[config.mk]
export PLATFORM = sky130hd
export DESIGN_NAME = stage_4_mem
export DESIGN_NICKNAME = d
export VERILOG_FILES = /design/src/rtl/stage_4_mem.sv
export SDC_FILE = /design/constraint.sdc
export NUM_CORES = 1
export LEC_CHECK = 0
export BUFFER_PORTS_ARGS = -buffer_cell sky130_fd_sc_hd__buf_2
export CORE_MARGIN = 10
export CORE_UTILIZATION = 51
export CTS_BUF_LIST = sky130_fd_sc_hd__clkbuf_16
export CTS_CLUSTER_DIAMETER = 200
export DETAILED_ROUTE_END_ITERATION = 7
export PLACE_DENSITY_LB_ADDON = 0.12
export SLEW_MARGIN = 20
export SYNTH_ARGS = -nofsm -noshare
export SYNTH_HDL_FRONTEND = slang
export SYNTH_SLANG_ARGS = --single-unit
export TNS_END_PERCENT = 20
[constraint.sdc]
create_clock -name clk -period 2.2 [get_ports clk]
set_input_delay 0.11 -clock clk [delete_from_list [all_inputs] [get_ports clk]]
set_output_delay 0.11 -clock clk [all_outputs]
set_load 0.02 [all_outputs]
[src/rtl/stage_4_mem.sv]
// Pipeline stage 4: data-memory access with byte-lane steering, load extension and access timeout.
// Optional build macro MEM_MISALIGN_TRAP_EN traps misaligned H/W accesses instead of forcing alignment.
module stage_4_mem #(
  parameter int unsigned WAIT_LIMIT = 32'd16
) (
  input  logic        clk,
  input  logic        reset,
  input  logic        valid_in,
  input  logic [31:0] alu_res,
  input  logic [31:0] rs2_val,
  input  logic [4:0]  rd_idx,
  input  logic [2:0]  mem_size,
  input  logic        mem_read_enable,
  input  logic        mem_write_enable,
  input  logic        reg_write_enable,
  output logic        stall_out,
  output logic        dmem_req,
  output logic        dmem_we,
  output logic [31:0] dmem_addr,
  output logic [31:0] dmem_wdata,
  output logic [3:0]  dmem_be,
  input  logic        dmem_ready,
  input  logic [31:0] dmem_rdata,
  output logic        valid_out,
  output logic [31:0] wb_val,
  output logic [4:0]  rd_idx_out,
  output logic        reg_write_enable_out,
  output logic        bus_err_out
`ifdef MEM_MISALIGN_TRAP_EN
  ,
  output logic        misaligned_out
`endif
);

  typedef enum logic [0:0] {
    S_IDLE = 1'b0,
    S_REQ  = 1'b1
  } state_e;

  state_e      state_q, state_d;
  logic [31:0] wait_cnt_q, wait_cnt_d;
  logic [31:0] addr_q, addr_d;
  logic [2:0]  size_q, size_d;
  logic        store_q, store_d;
  logic [4:0]  rd_q, rd_d;
  logic        rwe_q, rwe_d;
  logic [3:0]  be_q, be_d;
  logic [31:0] wdata_q, wdata_d;
  logic        valid_q, valid_d;
  logic [31:0] wb_q, wb_d;
  logic [4:0]  rd_out_q, rd_out_d;
  logic        rwe_out_q, rwe_out_d;
  logic        err_q, err_d;
  logic        mis_q, mis_d;

  logic        is_mem_s;
  logic        mis_s;
  logic        timeout_s;

  // Byte enables; size[1:0]: 0=B, 1=H, other=W (H ignores o[0], W always lane 0).
  function automatic logic [3:0] calc_be(input logic [2:0] size, input logic [1:0] o);
    logic [3:0] be;
    case (size[1:0])
      2'b00:   be = 4'b0001 << o;
      2'b01:   be = 4'b0011 << {o[1], 1'b0};
      default: be = 4'b1111;
    endcase
    return be;
  endfunction

  function automatic logic [31:0] calc_wdata(input logic [2:0] size, input logic [31:0] rs2);
    logic [31:0] wd;
    case (size[1:0])
      2'b00:   wd = {4{rs2[7:0]}};
      2'b01:   wd = {2{rs2[15:0]}};
      default: wd = rs2;
    endcase
    return wd;
  endfunction

  // size[2] selects zero extension (BU/HU); W passes the word through untouched.
  function automatic logic [31:0] load_ext(input logic [2:0] size, input logic [1:0] o,
                                           input logic [31:0] rdata);
    logic [31:0] sh;
    logic [31:0] res;
    case (size[1:0])
      2'b00: begin
        sh  = rdata >> {o, 3'b000};
        res = size[2] ? {24'h000000, sh[7:0]} : {{24{sh[7]}}, sh[7:0]};
      end
      2'b01: begin
        sh  = rdata >> {o[1], 4'b0000};
        res = size[2] ? {16'h0000, sh[15:0]} : {{16{sh[15]}}, sh[15:0]};
      end
      default: begin
        sh  = rdata;
        res = sh;
      end
    endcase
    return res;
  endfunction

`ifdef MEM_MISALIGN_TRAP_EN
  function automatic logic is_misaligned(input logic [2:0] size, input logic [1:0] o);
    logic m;
    case (size[1:0])
      2'b00:   m = 1'b0;
      2'b01:   m = o[0];
      default: m = (o != 2'b00);
    endcase
    return m;
  endfunction

  assign mis_s = valid_in && is_mem_s && is_misaligned(mem_size, alu_res[1:0]);
  assign misaligned_out = mis_q;
`else
  assign mis_s = 1'b0;
`endif

  assign is_mem_s  = mem_read_enable || mem_write_enable;
  assign timeout_s = (WAIT_LIMIT != 32'd0) && (state_q == S_REQ) && !dmem_ready &&
                     (wait_cnt_q == (WAIT_LIMIT - 32'd1));

  assign stall_out            = (state_q == S_REQ);
  assign dmem_req             = (state_q == S_REQ);
  assign dmem_we              = store_q;
  assign dmem_addr            = {addr_q[31:2], 2'b00};
  assign dmem_wdata           = wdata_q;
  assign dmem_be              = be_q;
  assign valid_out            = valid_q;
  assign wb_val               = wb_q;
  assign rd_idx_out           = rd_out_q;
  assign reg_write_enable_out = rwe_out_q;
  assign bus_err_out          = err_q;

  // State register
  always_ff @(posedge clk) begin
    if (reset) begin
      state_q <= S_IDLE;
    end else begin
      state_q <= state_d;
    end
  end

  // Next-state logic
  always_comb begin
    state_d = state_q;
    case (state_q)
      S_IDLE: begin
        if (valid_in && is_mem_s && !mis_s) begin
          state_d = S_REQ;
        end else begin
          state_d = S_IDLE;
        end
      end
      S_REQ: begin
        if (dmem_ready || timeout_s) begin
          state_d = S_IDLE;
        end else begin
          state_d = S_REQ;
        end
      end
      default: state_d = S_IDLE;
    endcase
  end

  // Output and datapath next values
  always_comb begin
    wait_cnt_d = wait_cnt_q;
    addr_d     = addr_q;
    size_d     = size_q;
    store_d    = store_q;
    rd_d       = rd_q;
    rwe_d      = rwe_q;
    be_d       = be_q;
    wdata_d    = wdata_q;
    valid_d    = 1'b0;
    wb_d       = wb_q;
    rd_out_d   = rd_out_q;
    rwe_out_d  = rwe_out_q;
    err_d      = 1'b0;
    mis_d      = 1'b0;
    case (state_q)
      S_IDLE: begin
        wait_cnt_d = 32'd0;
        if (!valid_in) begin
          valid_d = 1'b0;
        end else if (!is_mem_s) begin
          valid_d   = 1'b1;
          wb_d      = alu_res;
          rd_out_d  = rd_idx;
          rwe_out_d = reg_write_enable && (rd_idx != 5'd0);
        end else if (mis_s) begin
          valid_d   = 1'b1;
          rd_out_d  = rd_idx;
          rwe_out_d = 1'b0;
          mis_d     = 1'b1;
        end else begin
          addr_d  = alu_res;
          size_d  = mem_size;
          store_d = mem_write_enable;
          rd_d    = rd_idx;
          rwe_d   = reg_write_enable && !mem_write_enable && (rd_idx != 5'd0);
          be_d    = calc_be(mem_size, alu_res[1:0]);
          wdata_d = calc_wdata(mem_size, rs2_val);
        end
      end
      S_REQ: begin
        if (dmem_ready) begin
          wait_cnt_d = 32'd0;
          valid_d    = 1'b1;
          wb_d       = store_q ? addr_q : load_ext(size_q, addr_q[1:0], dmem_rdata);
          rd_out_d   = rd_q;
          rwe_out_d  = rwe_q;
        end else if (timeout_s) begin
          wait_cnt_d = 32'd0;
          valid_d    = 1'b1;
          rd_out_d   = rd_q;
          rwe_out_d  = 1'b0;
          err_d      = 1'b1;
        end else begin
          wait_cnt_d = wait_cnt_q + 32'd1;
        end
      end
      default: begin
        wait_cnt_d = 32'd0;
      end
    endcase
  end

  // Latched access and registered writeback outputs
  always_ff @(posedge clk) begin
    if (reset) begin
      wait_cnt_q <= 32'd0;
      addr_q     <= 32'd0;
      size_q     <= 3'd0;
      store_q    <= 1'b0;
      rd_q       <= 5'd0;
      rwe_q      <= 1'b0;
      be_q       <= 4'd0;
      wdata_q    <= 32'd0;
      valid_q    <= 1'b0;
      wb_q       <= 32'd0;
      rd_out_q   <= 5'd0;
      rwe_out_q  <= 1'b0;
      err_q      <= 1'b0;
      mis_q      <= 1'b0;
    end else begin
      wait_cnt_q <= wait_cnt_d;
      addr_q     <= addr_d;
      size_q     <= size_d;
      store_q    <= store_d;
      rd_q       <= rd_d;
      rwe_q      <= rwe_d;
      be_q       <= be_d;
      wdata_q    <= wdata_d;
      valid_q    <= valid_d;
      wb_q       <= wb_d;
      rd_out_q   <= rd_out_d;
      rwe_out_q  <= rwe_out_d;
      err_q      <= err_d;
      mis_q      <= mis_d;
    end
  end

endmodule

After elaboration in Yosys (flattened, before gate mapping)
Index checks and enable logic that the tools add are counted.
{"block": "op_classes", "n_addsub": 1, "n_eq_ne": 7, "shifts": 4, "muxes": 31, "bitwise_logic": 1, "reduce_logical": 17}
{"cell": "2-to-1 mux 32 bit", "n": 8}
{"cell": "case mux 32 bit (2 select lines)", "n": 4}
{"cell": "adder 32 x 1 -> 32 bit, second input constant", "n": 1}
{"cell": "== test 32 x 4 -> 1 bit, second input constant", "n": 1}
{"cell": ">> shifter 32 x 5 -> 16 bit", "n": 1}
{"cell": ">> shifter 32 x 5 -> 8 bit", "n": 1}
{"cell": "2-to-1 mux 5 bit", "n": 4}
{"cell": "2-to-1 mux 1 bit", "n": 10}
{"cell": "case mux 5 bit (2 select lines)", "n": 1}
{"cell": "AND reduction 3 bit", "n": 3}
{"cell": "case mux 4 bit (2 select lines)", "n": 1}
{"cell": "logical AND 1 bit", "n": 6}
{"cell": "!= test 2 bit, second input constant", "n": 3}
{"cell": "case mux 1 bit (2 select lines)", "n": 3}
{"cell": "nonzero test 5 bit", "n": 1}
{"cell": "== test 2 x 1 -> 1 bit, second input constant", "n": 2}
{"cell": "zero test 2 bit", "n": 2}
{"cell": "<< shifter 1 x 2 -> 4 bit, first input constant", "n": 1}
{"cell": "<< shifter 2 x 2 -> 4 bit, first input constant", "n": 1}
{"cell": "!= test 3 x 2 -> 1 bit, second input constant", "n": 1}
{"cell": "OR reduction 3 bit", "n": 1}
{"cell": "zero test 1 bit", "n": 2}
{"cell": "logical OR 1 bit", "n": 2}
{"cell": "inverter 1 bit", "n": 1}
{"block": "word_totals", "reg_bits": 151, "inputBits": 111, "output_inout_bits": 111, "word_cells": 75}

Depth between registers and ports, before layout
Gate-level depths: netlist of run 1.
{"block": "depth", "ltp_word": 6, "mapped_depth": 7, "ltp_nobuf": 5}

Worst setup path before layout of run 1
OpenSTA, ideal clock, no wires.
{"block": "synth_path", "path_type": "register -> register", "start": "register state_q (netlist: dmem_req)", "end": "register wb_q[26] (netlist: wb_val[26])", "setup_ns": 0.139, "arrival_time_ns": 1.844, "required_ns": 2.061, "setup_slack_ns": 0.216, "stages_incl_launch_ff": 7, "n_path_buf": 2, "synth_period_minus_slack_ns": 1.984, "path_cell_list": "dfxtp_1 > buf_2 > or4b_1 > a21oi_1 > o311a_1 > buf_2 > a221oi_1"}
{"block": "synth_between", "elab_chain_cells": 3, "elab_cells_between_ends": 6, "classes_between": "eq/ne: 3; mux: 1; bitwise: 1; reduce/logical: 1"}
{"element": "start: declaration", "line": "40", "rtl": "state_e state_q, state_d;"}
{"element": "start signal: assignment", "line": "141", "rtl": "state_q <= state_d;"}
{"element": "inverter 1 bit (no line)"}
{"element": "!= test 2 bit (no line)"}
{"element": "AND reduction 3 bit (no line)"}
{"element": "end signal: assignment", "line": "258", "rtl": "wb_q <= wb_d;"}
{"element": "end: declaration", "line": "50", "rtl": "logic [31:0] wb_q, wb_d;"}
Several ways; a longest one is shown, not always the timed one.
A chain may end at the register's enable or synchronous reset.

Worst setup path in the final report of run 1
{"block": "layout_path", "start": "input port mem_write_enable", "end": "register wb_q[15] (netlist: wb_val[15])"}
{"block": "layout_between", "elab_chain_cells": 3}
{"element": "start: declaration", "line": "14", "rtl": "input logic mem_write_enable,"}
{"element": "logical OR 1 bit", "line": "120", "rtl": "assign is_mem_s = mem_read_enable || mem_write_enable;"}
{"element": "!= test 2 bit (no line)"}
{"element": "AND reduction 3 bit (no line)"}
No other way between the ends.

==> results.md, run 1 <==
Critical path:
- The data required time of the worst path is roughly 2.5 ns.
- The worst setup path is launched from an input port.
- The launching instance or port of the critical path is mem_write_enable.
- The worst setup path category is input port to register.
- The arrival time of the worst setup path is about 2.4 ns.
- Setup slack on the worst reg-to-reg path comes out at around 0.18 ns.
- The sort of element at the end of the critical path is a register.
- The reg-to-reg critical path startpoint is wait_cnt_q[3].
- In this run the worst path has a maximum fanout of 10.

Global routing:
- The maximum number of pins on one net before global-route repair is 42.
- The via count of the first global-routing pass is between 7000 and 8000.
- The first global-routing pass estimated 39.85 mm of wire.
- The number of antenna violations at the first check in global routing came to 1.
- Global routing finished with a remaining overflow of 0.
- The total routing usage reported by global routing is 0.2416.

Pwr:
- The worst voltage drop across the vdd grid is ~0.00059 V.
- The share of power burned in registers is 0.418.
- The power dissipated by switching net loads is between 0.002 and 0.0025 W.
- The power consumption is ~0.0072 W.
- Dividing total power by cell area gives a power density of about 730 nW/um^2.
- In this run the static leakage power is between 3 and 4 nW.
- The switching fraction of total power is 0.2946.
- The logic gate share of total power is 0.187.
- Internal power comes to slightly above 0.005 W.
- The part of the power in the clock network is 0.395.

Clock network:
- The clock transition at the register clock pins on the worst setup and hold paths after CTS is around 0.060 ns.
- The clock reaches the later pin of the worst-skew pair after 0.44 ns.
- The number of H-tree branching levels is 4.
- Counting the buffers created by CTS gives 17.
- The maximum root-to-sink buffer count is 2.
- The quantity of hold-fixing buffers added after cts is 55.
- The post-cts gate resize count is 0.
- The post-CTS setup repair buffer count is 0.
- The CTS tree is yes.
- In this run the clock root is driven by a sky130_fd_sc_hd__clkbuf_16.
- The number of sinks driven by the clock tree is ~150.

Route:
- The average detailed-routed wire length per instance is between 15 and 20 um.
- After detailed routing, the number of remaining DRC violations is 0.
- After the first detailed-routing iteration, the DRC count stood at 587.
- The total detailed-routing wirelength is 25.85 mm.
- The first detailed-routing pass ran for 5 iterations.
- In the routed layout, each cell is associated on average with a via count of roughly 5.9.
- The count of nets left with antenna violations once routing finished came out at 0.
- Across all layers, the routed design uses 8057 vias.

Placement:
- Summed over all nets, the half-perimeter wirelength after detailed placement is around 18 mm.
- The weighted congestion at the end of routability-driven global placement is just under 0.9.
- Before CTS, the worst setup slack after placement is ~0.21 ns.
- The count of input and output buffers is about 220.
- The area of placed instances is around 8700 sq um.

Synthesis:
- sky130_fd_sc_hd__nand2_1 is the most common cell in the netlist.
- The average cell area after synthesis is about 8.0 sq um.
- For this run, the register share of the synthesized area comes to 0.3955.
- In this run the cell area of the synthesized design comes to around 7600 sq um.
- By area the synthesized netlist is led by sky130_fd_sc_hd__dfxtp_1 (40%), sky130_fd_sc_hd__nand2_1 (8.1%), sky130_fd_sc_hd__a21oi_1 (6.3%).
- Ranked by instance count, the synthesized netlist is headed by sky130_fd_sc_hd__nand2_1 (164), sky130_fd_sc_hd__dfxtp_1 (151), sky130_fd_sc_hd__a21oi_1 (96).
- The count of state elements after synthesis is ~150.
- Of all cell types, the one taking the most synthesized area is sky130_fd_sc_hd__dfxtp_1.
- Among all flip-flop cells after synthesis, the most frequent one is sky130_fd_sc_hd__dfxtp_1.
- The post-synthesis cell type count is 65.
- The number of synthesized flops with an enable pin is 0.
- The share of synthesized area in the top cell type comes to 0.3955.
- Yosys printed 0 warnings.
- The cell count after synthesis came out at 950.
- The share of async-settable or async-resettable flops after synthesis is 0.

Cells and area:
- At the end of the flow the core is filled with cells to 0.6736.
- In the final layout, the share of cells above drive strength 1 is 0.2627.
- Compared with the post-synthesis result, the final layout area differs by 28.59%.
- The post-layout instance area is slightly below 10000 sq um.
- The final net count is 1279.

Timing:
- The final number of setup-violating endpoints is 0.
- The slew of the pin with the lowest slew margin is about 0.84 ns.
- The highest clock rate is between 400 and 500 MHz.
- The final hold violation count is 0.
- After layout, the minimum clock period comes to a little over 2 ns.
- Setup slack on the critical path of the routed design comes to 0.1532 ns.
- In the finished design, the share of the clock period the worst path needs comes to 0.9304.
- The post-route clock skew is 0.008702 ns.
- Setup repair after global routing left no endpoint under its margin.
- The max-slew violation count is 0.
- In the final timing run, aggregate negative setup slack is 0 ns.
- The headroom to the max-slew limit is 0.4400.

Floorplan:
- The number of standard-cell rows in the floorplan is 44.
- In this run the horizontal extent of the chip is around 140 um.
- The floorplan die area is between 20000 and 25000 sq um.
- The initial utilization of the core area, before any placement, comes to 0.5238.
- In this run the standard cell core region covers roughly 15000 sq um.
- The number of I/O pins is roughly 220.
- The die span in y is about 140 um.

Run:
- The number of max-capacitance violations reported is 0.

Run status:
- The run finished with clean final reports.

Min path:
- The class of the worst hold path is input port to register.
- The startpoint of the tightest hold check path is rs2_val[20].
[final timing paths]
kind / to / cells past startpoint
max reg2reg: wait_cnt_q[24] / 4
min reg2reg: dmem_wdata[1] / 2
min: dmem_wdata[20] / 3
max: wb_val[15] / 7
[cell usage in the layout (no fill, tap or decap), drive strengths merged, types with 4 or more instances in the layout]
cell,n
nor3,9
or2,4
o2111ai,5
or4b,6
dlygate4sd3,55
nand2b,4
dfxtp,151
nand4,7
nand2,164
a21oi,96
a311oi,9
mux2i,34
a221oi,18
nor2,62
o221ai,5
buf,253
o31ai,26
and3,5
a211oi,23
o21ai,30
inv,11
or4,19
xnor2,11
a22oi,17
or3,22
o221a,7
clkbuf,17
nand3,23
nor4,11
a32oi,5
clkinv,9
nor2b,7
o211ai,18
[layer usage]
metal / vias up / wire, um / track usage
met5: - / 0 / 0.01250
met3: 37 / 2645 / 0.08611
met4: 0 / 433 / 0.07295
li1: 3874 / - / -
met2: 343 / 11620 / 0.3721
met1: 3803 / 11150 / 0.3091
[per-stage QoR]
step,hold slack (ns),instances
finish,0.02232,1367
global route,0.03884,1365
CTS,0.01784,1364
detailed placement,0.3728,1277
global placement,0.3665,1277
floorplan,0.2460,951
[logic make-up after synthesis]
logic type | after synthesis | share of synthesized area
AND/OR/NAND/NOR | 355 | 0.2225
AO/OA/AOI/OAI | 272 | 0.2376
flip-flops | 151 | 0.3955
buffers and inverters | 121 | 0.07809
multiplexers | 37 | 0.05043
XOR/XNOR | 12 | 0.01375
adder cells (fa/ha/maj) | 1 | 0.001637
other | 1 | 0.0004907
[power by group through the flow]
stage | combinational (W) | clock (W) | sequential, W
after CTS | 0.00134 | 0.00285 | 0.00300
after global placement | 0.00125 | 0 | 0.00305
after detailed placement | 0.00126 | 0 | 0.00305
after global routing | 0.00146 | 0.00296 | 0.00301
final | 0.00134 | 0.00283 | 0.00300
after floorplan | 0.000672 | 0 | 0.00317
[cell type report]
| cell class | count | area, sq um |
|---|---|---|
| clock buffer | 17 | 425.4 |
| inverter | 10 | 37.54 |
| timing repair buffer | 308 | 1929 |
| clock inverter | 15 | 136.4 |
| fill | 1256 | 4762 |
| sequential | 151 | 3024 |
| antenna | 3 | 7.507 |
| multi-input combinational | 679 | 4036 |
| tap | 184 | 230.2 |
[critical path: stages]
cell	delay, ns
sky130_fd_sc_hd__dlygate4sd3_1	0.56
sky130_fd_sc_hd__buf_2	0.16
sky130_fd_sc_hd__or4b_1	0.65
sky130_fd_sc_hd__nand2_1	0.17
sky130_fd_sc_hd__buf_4	0.20
sky130_fd_sc_hd__o21ai_0	0.10
sky130_fd_sc_hd__a2111oi_0	0.40
[state kept, by name, indices dropped and copies added, names as in the netlist]
signal and count:
addr_q 32, bus_err_out 1, dmem_be 4, dmem_req 1
dmem_wdata 32, dmem_we 1, rd_idx_out 5, rd_q 5
reg_write_enable_out 1, rwe_q 1, size_q 3, valid_out 1
wait_cnt_q 32, wb_val 32
No activity file was read; power rests on OpenSTA's default activity.
==> run 2: changes to the inputs <==
--- a/config.mk
+++ b/config.mk
@@ -12,6 +12,7 @@
 export CTS_CLUSTER_DIAMETER = 200
 export DETAILED_ROUTE_END_ITERATION = 7
 export PLACE_DENSITY_LB_ADDON = 0.12
+export RECOVER_POWER = 100
 export SLEW_MARGIN = 20
 export SYNTH_ARGS = -nofsm -noshare
 export SYNTH_HDL_FRONTEND = slang
==> run 2 against run 1 <==
Maximum frequency fell by 2.2%. Cell count did not move. Critical path depth did not move. Global-route usage did not move. Register-to-register slack barely moved. Flip-flop and latch count did not move. Largest power group unchanged. Highest routed layer unchanged.
==> results.md, run 2 (synthesis results as in run 1) <==
Cells and area:
- The growth of design area from synthesis to finish is 26.33%.
- The final layout contains roughly 1300 nets.
- The most common library cell in the layout ignoring fill and taps is sky130_fd_sc_hd__nand2_1.
- For this run, the number of standard cells in the final layout without fillers is about 1400.
- In the layout the commonest cells are sky130_fd_sc_hd__nand2_1 (164), sky130_fd_sc_hd__dfxtp_1 (151), sky130_fd_sc_hd__clkbuf_1 (112).
- Of the cells placed in the final design, the portion with a size suffix greater than 1 is 0.1669.

Pwr:
- Power spread over the standard cell area amounts to about 740 nW/um^2.
- The static leakage is roughly 3.5 nW.
- The worst voltage drop across the vdd grid is between 0.0005 and 0.0006 V.

Route:
- The detailed router finished its first iteration with between 600 and 700 violations.
- The detail route stage leaves a number of antenna-violating nets equal to 0.
- The via total after detailed routing is just over 8000.
- The length of the first detailed-routing pass in iterations is 5.
- After detailed routing, the number of vias per cell comes to 5.914.
- The residual DRC count is 0.
- The routed design has ~26 mm of wire.
- After detailed routing, the average wire length per cell comes to approximately 19 um.

Run:
- Across the run, the number of max-cap violations was 0.

Floorplan:
- The region available for standard cell placement spans 14590 sq um.
- The die span in y is between 100 and 150 um.
- The floorplan die area is slightly above 20000 sq um.
- In this run the horizontal extent of the chip is 142.4 um.
- The floorplan has 44 rows.
- The number of I/O pins is 222.
- For this configuration, the core starts out at a cell density of 0.5238.

Critical path:
- The critical path goes through dlygate4sd3_1 -> buf_2 -> or4b_1 -> nand2_1 -> clkbuf_1 -> nor2_1 -> a211oi_1.
- The data required time of the worst path is 2.54 ns.
- In this run the register-to-register setup slack is 0.17 ns.
- Data arrives at the worst endpoint at roughly 2.4 ns.
- The critical path contains buffers and inverters numbering 3 combined.
- The delay of the slowest cell on the worst path is about 0.65 ns.
- Of all nets on the critical path, the largest fanout is 11.
- The number of gates on the worst path with buffers counted is 7.
- The worst setup path category is input port to register.
- STA classifies the critical path endpoint as a register.
- The worst setup path is launched from an input port.
- The kind of cell with the highest combined delay on the critical path is buffers and inverters.
- Measured in cells, the most critical reg-to-reg path has a length of 6.
- For this design, the slowest cell found on the critical path is sky130_fd_sc_hd__or4b_1.

Clock network:
- The quantity of hold-fixing buffers added after cts is 55.
- The root cell of the clock tree is sky130_fd_sc_hd__clkbuf_16.
- No sink is reached through more buffers than the 2 on the longest clock path.
- Buffers inserted during clock tree synthesis total 17.
- The number of sinks driven by the clock tree is around 150.
- The clock tree synthesis step divided the H-tree into 4 levels.
- The insertion delay to the later sink of the worst-skew pair is around 0.44 ns.
- After clock tree synthesis, the repair step resized 0 gates.
- Clock-pin slew was measured on the worst setup and hold paths at ~0.06 ns.
- After clock tree synthesis, the setup repair step added 0 buffers.
- The CTS tree is yes.

Global routing:
- The global-route wire length before repair is 39.85 mm.
- The number of antenna violations at the first check in global routing was 1.
- The via count of the first global-routing pass came to approximately 7500.
- In the global route stage, overall resource usage came out at 0.2416.
- The sum of overflow across all layers after global routing is 0.
- The maximum number of pins on one net before global-route repair is between 40 and 50.

Placement:
- The half-perimeter wire length of the detailed placement result is 18.13 mm.
- Including well taps, the total number of placed cells is 1277.
- Port buffering added ~220 buffers.
- The congestion estimate from routability-driven global placement came to ~0.87.

Run status:
- The run finished with clean final reports.

Timing:
- Setup repair after global routing left no endpoint under its margin.
- Subtracting the final worst setup slack from the clock period gives between 2 and 2.5 ns.
- The post-route clock skew is ~0.0086 ns.
- The max-slew violation count is 0.
- Headroom to the max-slew limit came out at 0.4348.
- The slew of the pin with the lowest slew margin is between 0.8 and 0.9 ns.
- The final clock period utilization by the worst path is 0.9515.
- The final number of setup-violating endpoints is 0.
- The final hold violation count is 0.
- Based on the critical path, the design can be clocked at up to between 400 and 500 MHz.
- The final-layout setup total negative slack is 0 ns.

Min path:
- The class of the worst hold path is input port to register.
- The number of stages on the worst hold path is 3.
-- run 2: cell count changes in the layout (fill, tap and decap cells not counted), sizes merged --
cell,delta
clkbuf,+117
buf,-117
-- run 2: report_power, final --
group	switching (W)	internal, W
sequential	0.000110	0.00289
combinational	0.000823	0.000470
clock	0.00118	0.00165
-- run 2: cell type report --
cell class                 count  area, sq um
antenna                        3        7.507
clock buffer                  17        425.4
clock inverter                15        136.4
fill                        1319         4935
inverter                      10        37.54
multi-input combinational    679         4036
sequential                   151         3023
tap                          184        230.2
timing repair buffer         308         1758
-- run 2: per-stage QoR --
stage,cell area [sq um],hold WS (ns),total power [W],util,setup slack (ns)
6_report,9654,0.02172,0.007124,0.6618,0.1068
5_1_grt,9649,0.03884,0.007395,0.6614,0.01833
4_1_cts,9819,0.01784,0.007189,0.6731,0.1745
3_5_place_dp,8707,0.3728,0.004311,0.5968,0.2133
3_3_place_gp,8707,0.3665,0.004299,0.5968,0.2604
2_1_floorplan,7646,0.2460,0.003840,-,0.2163
-- run 2: final timing paths --
| kind | to | startpoint |
|---|---|---|
| setup / recovery | wb_val[5] | mem_write_enable |
| hold / removal | dmem_wdata[20] | rs2_val[20] |
| setup reg to reg | rd_idx_out[2] | wait_cnt_q[0] |
| hold reg to reg | rd_q[0] | rd_q[0] |
-- run 2: routing by layer --
metal / track usage / up-vias / wire length, um / share of wire
li1: - / 3882 / - / -
met1: 0.3091 / 3817 / 11110 / 0.43
met2: 0.3721 / 352 / 11710 / 0.45
met3: 0.08611 / 33 / 2642 / 0.10
met4: 0.07295 / 0 / 389 / 0.015
met5: 0.01250 / - / 0 / 0
-- run 2: worst reg2reg max path, stage by stage (launching register included) --
cell and delay [ns]:
sky130_fd_sc_hd__dfxtp_1 0.37, sky130_fd_sc_hd__ha_1 0.23, sky130_fd_sc_hd__and3_1 0.22, sky130_fd_sc_hd__nand4_1 0.09, sky130_fd_sc_hd__clkbuf_1 0.27, sky130_fd_sc_hd__or4b_2 0.69, sky130_fd_sc_hd__nand3_1 0.11
